File: config.mk
export PLATFORM = sky130hd
export DESIGN_NAME = opcode_seq_rom
export DESIGN_NICKNAME = d
export VERILOG_FILES = /design/src/rtl/opseq_pkg.sv /design/src/rtl/opseq_table.sv /design/src/rtl/opcode_seq_rom.sv
export SDC_FILE = /design/constraint.sdc
export NUM_CORES = 1
export LEC_CHECK = 0
export ABC_CLOCK_PERIOD_IN_PS = 3600
export BUFFER_PORTS_ARGS = -buffer_cell sky130_fd_sc_hd__buf_2
export CAP_MARGIN = 10
export CORE_MARGIN = 1.5
export CORE_UTILIZATION = 50
export CTS_CLUSTER_DIAMETER = 40
export DETAILED_ROUTE_END_ITERATION = 8
export HOLD_SLACK_MARGIN = 0.03
export PLACE_DENSITY = 0.71
export SYNTH_ARGS = -nofsm -noshare
export SYNTH_HDL_FRONTEND = slang
export SYNTH_HIERARCHICAL = 1
export SYNTH_SLANG_ARGS = --single-unit
File: constraint.sdc
create_clock -name clk -period 3.6 [get_ports clk]
set_input_delay 0.72 -clock clk [delete_from_list [all_inputs] [get_ports clk]]
set_output_delay 0.72 -clock clk [all_outputs]
set_load 0.005 [all_outputs]
File: src/rtl/opseq_pkg.sv
// Shared types and the microcode program tables for the opcode sequencer.
// Holds the program lengths, opcode contents and named program ids.
package opseq_pkg;

    localparam int PKG_OP_W    = 16;
    localparam int PKG_N_PROG  = 16;
    localparam int PKG_MAX_LEN = 8;

    typedef enum logic [1:0] {
        IDLE = 2'd0,
        RUN  = 2'd1,
        FIN  = 2'd2
    } state_e;

    localparam int MUL128 = 1;
    localparam int MUL256 = 2;
    localparam int MUL384 = 3;
    localparam int MUL512 = 4;
    localparam int MUL576 = 5;
    localparam int XOR128 = 6;
    localparam int XOR256 = 7;
    localparam int XOR384 = 8;

    // Slot 0 is reserved, so its length is 0 and it is always rejected.
    localparam logic [3:0] PROG_LEN [PKG_N_PROG] = '{
        4'd0, 4'd1, 4'd2, 4'd3, 4'd4, 4'd5, 4'd1, 4'd2,
        4'd3, 4'd0, 4'd0, 4'd0, 4'd0, 4'd0, 4'd0, 4'd0
    };

    localparam logic [PKG_OP_W-1:0] PROG_OPS [PKG_N_PROG][PKG_MAX_LEN] = '{
        '{default: 16'h0000},
        '{16'h0050, 16'h0000, 16'h0000, 16'h0000, 16'h0000, 16'h0000, 16'h0000, 16'h0000},
        '{16'h0050, 16'h0098, 16'h0000, 16'h0000, 16'h0000, 16'h0000, 16'h0000, 16'h0000},
        '{16'h0050, 16'h0098, 16'h00D2, 16'h0000, 16'h0000, 16'h0000, 16'h0000, 16'h0000},
        '{16'h0050, 16'h0098, 16'h00D2, 16'h011A, 16'h0000, 16'h0000, 16'h0000, 16'h0000},
        '{16'h0050, 16'h0098, 16'h00D2, 16'h011A, 16'h0154, 16'h0000, 16'h0000, 16'h0000},
        '{16'h01E0, 16'h0000, 16'h0000, 16'h0000, 16'h0000, 16'h0000, 16'h0000, 16'h0000},
        '{16'h01E0, 16'h03E2, 16'h0000, 16'h0000, 16'h0000, 16'h0000, 16'h0000, 16'h0000},
        '{16'h01E0, 16'h03E2, 16'h05E4, 16'h0000, 16'h0000, 16'h0000, 16'h0000, 16'h0000},
        '{default: 16'h0000},
        '{default: 16'h0000},
        '{default: 16'h0000},
        '{default: 16'h0000},
        '{default: 16'h0000},
        '{default: 16'h0000},
        '{default: 16'h0000}
    };

endpackage

File: src/rtl/opseq_table.sv
// Combinational program lookup: (sel, idx) -> opcode and program length.
// Out-of-range selects and beats past the program length read as 0.
module opseq_table
    import opseq_pkg::*;
#(
    parameter int OP_W    = 16,
    parameter int N_PROG  = 16,
    parameter int MAX_LEN = 8,
    parameter int SEL_W   = 5,
    parameter int CNT_W   = 4
) (
    input  logic [SEL_W-1:0] sel,
    input  logic [CNT_W-1:0] idx,
    output logic [OP_W-1:0]  op,
    output logic [CNT_W-1:0] len
);

    logic [N_PROG-1:0] hit;

    for (genvar gi = 0; gi < N_PROG; gi++) begin : g_hit
        assign hit[gi] = ({1'b0, sel} == (SEL_W+1)'(gi));
    end

    always_comb begin
        op  = '0;
        len = '0;
        for (int p = 1; p < N_PROG && p < PKG_N_PROG; p++) begin
            if (hit[p]) begin
                len = CNT_W'(PROG_LEN[p]);
                for (int b = 0; b < MAX_LEN && b < PKG_MAX_LEN; b++) begin
                    if (idx == CNT_W'(b) && CNT_W'(b) < len) begin
                        op = OP_W'(PROG_OPS[p][b]);
                    end
                end
            end
        end
    end

endmodule

File: src/rtl/opcode_seq_rom.sv
// Microcode sequencer: accepts a program select and streams its opcodes.
// Define SEQ_STALL_EN to honour op_ready backpressure; otherwise one beat per cycle.
module opcode_seq_rom
    import opseq_pkg::*;
#(
    parameter int OP_W    = 16,
    parameter int N_PROG  = 16,
    parameter int MAX_LEN = 8,
    parameter int SEL_W   = 5,
    parameter int CNT_W   = 4
) (
    input  logic             clk,
    input  logic             rst_n,
    input  logic             cmd_valid,
    input  logic [SEL_W-1:0] cmd_sel,
    output logic             cmd_ready,
    output logic             op_valid,
    input  logic             op_ready,
    output logic [OP_W-1:0]  op_data,
    output logic [CNT_W-1:0] op_idx,
    output logic             op_last,
    output logic             busy,
    output logic             done,
    output logic             err
);

    localparam logic [1:0] S_IDLE = IDLE;
    localparam logic [1:0] S_RUN  = RUN;
    localparam logic [1:0] S_FIN  = FIN;

    logic [1:0]       state_reg;
    logic [SEL_W-1:0] sel_reg;
    logic [CNT_W-1:0] idx_reg;
    logic [OP_W-1:0]  data_reg;
    logic             valid_reg;
    logic             last_reg;
    logic             err_reg;

    logic [SEL_W-1:0] lk_sel;
    logic [CNT_W-1:0] lk_idx;
    logic [CNT_W-1:0] lk_len;
    logic [OP_W-1:0]  lk_op;
    logic             ready_eff;
    logic             sel_ok;

`ifdef SEQ_STALL_EN
    assign ready_eff = op_ready;
`else
    logic unused_op_ready;
    assign unused_op_ready = op_ready;
    assign ready_eff       = 1'b1;
`endif

    // In IDLE the table looks up beat 0 of the incoming command; in RUN it
    // prefetches the beat after the one currently presented.
    assign lk_sel = (state_reg == S_IDLE) ? cmd_sel : sel_reg;
    assign lk_idx = (state_reg == S_IDLE) ? '0 : idx_reg + CNT_W'(1);

    opseq_table #(
        .OP_W    (OP_W),
        .N_PROG  (N_PROG),
        .MAX_LEN (MAX_LEN),
        .SEL_W   (SEL_W),
        .CNT_W   (CNT_W)
    ) u_table (
        .sel (lk_sel),
        .idx (lk_idx),
        .op  (lk_op),
        .len (lk_len)
    );

    assign sel_ok = (cmd_sel != '0) && ({1'b0, cmd_sel} < (SEL_W+1)'(N_PROG)) && (lk_len != '0);

    always_ff @(posedge clk or negedge rst_n) begin
        if (!rst_n) begin
            state_reg <= S_IDLE;
            sel_reg   <= '0;
            idx_reg   <= '0;
            data_reg  <= '0;
            valid_reg <= 1'b0;
            last_reg  <= 1'b0;
            err_reg   <= 1'b0;
        end else begin
            err_reg <= 1'b0;
            case (state_reg)
                S_IDLE: begin
                    if (cmd_valid) begin
                        if (sel_ok) begin
                            state_reg <= S_RUN;
                            sel_reg   <= cmd_sel;
                            idx_reg   <= '0;
                            data_reg  <= lk_op;
                            last_reg  <= (lk_len == CNT_W'(1));
                            valid_reg <= 1'b1;
                        end else begin
                            err_reg <= 1'b1;
                        end
                    end
                end
                S_RUN: begin
                    if (valid_reg && ready_eff) begin
                        if (last_reg) begin
                            state_reg <= S_FIN;
                            valid_reg <= 1'b0;
                            last_reg  <= 1'b0;
                            data_reg  <= '0;
                            idx_reg   <= '0;
                        end else begin
                            idx_reg  <= lk_idx;
                            data_reg <= lk_op;
                            last_reg <= (lk_idx == lk_len - CNT_W'(1));
                        end
                    end
                end
                S_FIN:   state_reg <= S_IDLE;
                default: state_reg <= S_IDLE;
            endcase
        end
    end

    assign cmd_ready = (state_reg == S_IDLE);
    assign busy      = (state_reg == S_RUN);
    assign done      = (state_reg == S_FIN);
    assign err       = err_reg;
    assign op_valid  = valid_reg;
    assign op_data   = data_reg;
    assign op_idx    = idx_reg;
    assign op_last   = last_reg;

endmodule

==> results.yml <==
critical_path:
  critical_path.max_stage_delay_ns: 0.46
  required_ns: 3.76
  endpoint_kind: "flip-flop"
  crit_buf_inv: 3
  path_max_fanout: 11
  crit_family: "simple AND/OR/NAND/NOR gates"
  reg2reg_from: "state_reg[1]$_DFFE_PN0P_"
  start_kind: "flip-flop"
  arrival_ns: 3.50
  r2r-end: "sel_reg[2]$_DFFE_PN0P_"
  r2r_setup_slack_ns: 0.26
  reg2reg_depth: 12
  crit_slowest_cell: "mux2_2"
  critical_path_class: "reg2reg"
  cp_cell_sequence: "nor2_4 -> mux2_2 -> nor4b_2 -> a31oi_1 -> nor2_1 -> inv_1 -> ha_1 -> nor3b_1 -> buf_4 -> nor4_4 -> buf_4 -> mux2_2"
route:
  wire_per_inst_um: 12.8
  drc: 0
  dr_wl_met2_um: 1890
  viasPerCell: 5.30
  drtIter0Drc: 77
  highest_layer: "met4"
  met1Wirelength_um: 1910
  dr_wl_met3_um: 129
  num_vias: 1631
  antenna_left: 0
  dr.pass1.iters: 4
  wl_um: 3950
floorplanning:
  die-width_um: 65.8
  die_y_um: 65.8
  start_util_pct: 53.0
  dieArea_sq_mm: 0.00432
  core_sq_mm: 0.00372
  num_rows: 22
  ioPinCount: 35
status:
  status: "finished clean"
clock_network:
  post-cts-setup-buffers: 0
  ctsRootBufferMaster: "clkbuf_8"
  cts_inserted_buffers: 5
  clock_sinks: 30
  cts_buffer_depth: 2
  clkLatencyLatePin_ns: 0.28
  htreeDepth: 2
  tritoncts: "yes"
  path_clk_slew_ns: 0.07
pwr:
  p_sw_share_pct: 42.6
  power.density_mw_per_mm2: 819
  p_int_mw: 1.06
  p_clk_share_pct: 15.4
  power.leakage_nw: 1.10
  combinationalPowerShare_pct: 56.3
  p_sw_mw: 0.785
  irDropWorstVdd_v: 0.000318
  pwr-share-seq_pct: 28.3
timing:
  hold_viol: 0
  fin_tns_setup_ns: 0
  max_freq_mhz: 299
  rsz0062_at_grt: "false"
  finalClockSkew_ns: 0.00391
  slew_headroom_pct: 44.7
  fin_crit_ns: 3.34
  whs_ns: 0.472
  setup_viol: 0
  drv_slew: 0
  period_share_pct: 92.8
  tightestPinTransition_ns: 0.829
placed_design:
  place_inst: 299
  dp_hpwl_um: 2650
  routabilityCongestion: 0.808
  portBuffers: 33
  post_dp_cell_area_sq_mm: 0.00214
cells_and_area:
  layout-drive-gt1-share_pct: 26.2
  largest_reg_flops: 16
  finalCoreUtilization_pct: 60.6
  instances_no_fill: 308
  area_growth_pct: 14.3
  fillers: 360
  diodes: 0
  fin_area_sq_mm: 0.00225
  nets: 272
global_route:
  track_usage_pct: 19.5
  antenna_found_initial: 0
  grt_overflow: 0
  grt_pass1_wl_um: 6540
  grt_pass1_vias: 1533
  grt_start_max_net_pins: 42
yosys:
  ys_top_cells_by_area: "dfrtp_1, nand2_1, mux2_2"
  async_flop_share_pct: 100
  synth-edff-count: 0
  synthTopCellsByCount: "nand2_1, dfrtp_1, o21ai_0, nor2_1, o21ai_1"
  synth_top_area_cell: "dfrtp_1"
  syn_avg_cell_area_sq_um: 8.83
  yosysMostFrequentCell: "nand2_1"
  ys_warn_count: 6
  synth_top_area_share_pct: 38.1
  ys_seq_area_share_pct: 38.1
  synthFlopType: "dfrtp_1"
  synthCells: 223
  ys_seq_elements: 30
  syn_area_sq_mm: 0.00197
  post_synth_num_cell_types: 50
min_path:
  hold_path.startpoint: "op_data[12]$_DFFE_PN0P_"
  min_path_type: "reg2reg"
  hold_depth: 2
  hold_end: "op_data[12]$_DFFE_PN0P_"
flow_run:
  cap_violations: 0
[layout make-up]
type / count / area [sq um] / area share (%)
clock buffers: 6 / 82.6 / 3.67
repair buffers: 40 / 218 / 9.67
flip-flops and latches: 30 / 751 / 33.4
inverters: 10 / 37.5 / 1.67
multi-input cells: 172 / 1090 / 48.4
clock inverters: 2 / 12.5 / 0.556
well taps: 48 / 60.1 / 2.67
[how the worst max path moves through the flow]
stage	slack, ns	start	end	depth (start not counted)
final	0.26	state_reg[1]$_DFFE_PN0P_	sel_reg[2]$_DFFE_PN0P_	12
after floorplan	0.26	state_reg[0]$_DFFE_PN0P_	op_last$_DFFE_PN0P_	16
after detailed placement	0.16	cmd_sel[2]	op_idx[0]$_DFFE_PN0P_	14
after global routing	0.05	state_reg[1]$_DFFE_PN0P_	sel_reg[0]$_DFFE_PN0P_	12
after global placement	0.19	cmd_sel[2]	op_idx[0]$_DFFE_PN0P_	14
after CTS	0.18	state_reg[1]$_DFFE_PN0P_	op_idx[0]$_DFFE_PN0P_	14
[cell families (layout without fill, tap and decap cells)]
kind of cell	Yosys count	in the layout	share of synthesized area (%)
AO/OA/AOI/OAI	50	51	16.5
XOR/XNOR	7	7	3.11
adder cells (fa/ha/maj)	4	4	2.54
buffers and inverters	28	58	8.39
flip-flops	30	30	38.1
multiplexers	13	13	7.24
other	1	7	0.190
AND/OR/NAND/NOR	90	90	24.0
[worst register-to-register path: cells and delay by family (launching register included)]
kind                       cells  cell delay [ns]
adders and majority gates      1             0.18
DFF                            1             0.41
and+or+nand+nor                5             1.31
AOI/OAI and AO/OA              1             0.07
buffers and inverters          3             0.46
muxes                          2             0.79
[power groups by stage]
stage / Clock (mW) / Combinational [mW] / Sequential [mW]
after global routing: 0.311 / 1.17 / 0.541
final: 0.283 / 1.04 / 0.522
after CTS: 0.290 / 1.02 / 0.518
after detailed placement: 0 / 1.02 / 0.524
after global placement: 0 / 1.00 / 0.522
after floorplan: 0 / 0.800 / 0.524
[per-layer routing]
metal | track usage [%] | vias up
li1 | - | 830
met1 | 24.8 | 775
met2 | 32.8 | 24
met3 | 4.45 | 2
met4 | 5.99 | 0
met5 | 0 | -
[stage by stage]
stage | power [mW] | setup WS (ns)
3_3_place_gp | 1.52 | 0.195
4_1_cts | 1.83 | 0.176
5_1_grt | 2.02 | 0.0481
2_1_floorplan | 1.32 | 0.258
3_5_place_dp | 1.54 | 0.162
6_report | 1.84 | 0.259
[placed cells by master, fill, tap and decap left out, drive strengths merged, types with 6 or more instances in the layout]
cell type,n
dfrtp,30
mux2,10
nor2,15
nand2b,6
clkbuf,6
inv,10
nand2,44
conb,7
o21ai,28
buf,40
[repair_timing]
| item | CTS | global route |
|---|---|---|
| hold buffers | 0 | 0 |
| hold endpoints to repair | 0 | 0 |
| gates resized for setup | 0 | 1 |
| setup endpoints to repair | 0 | 12 |
Power figures use the tool's default switching activity.
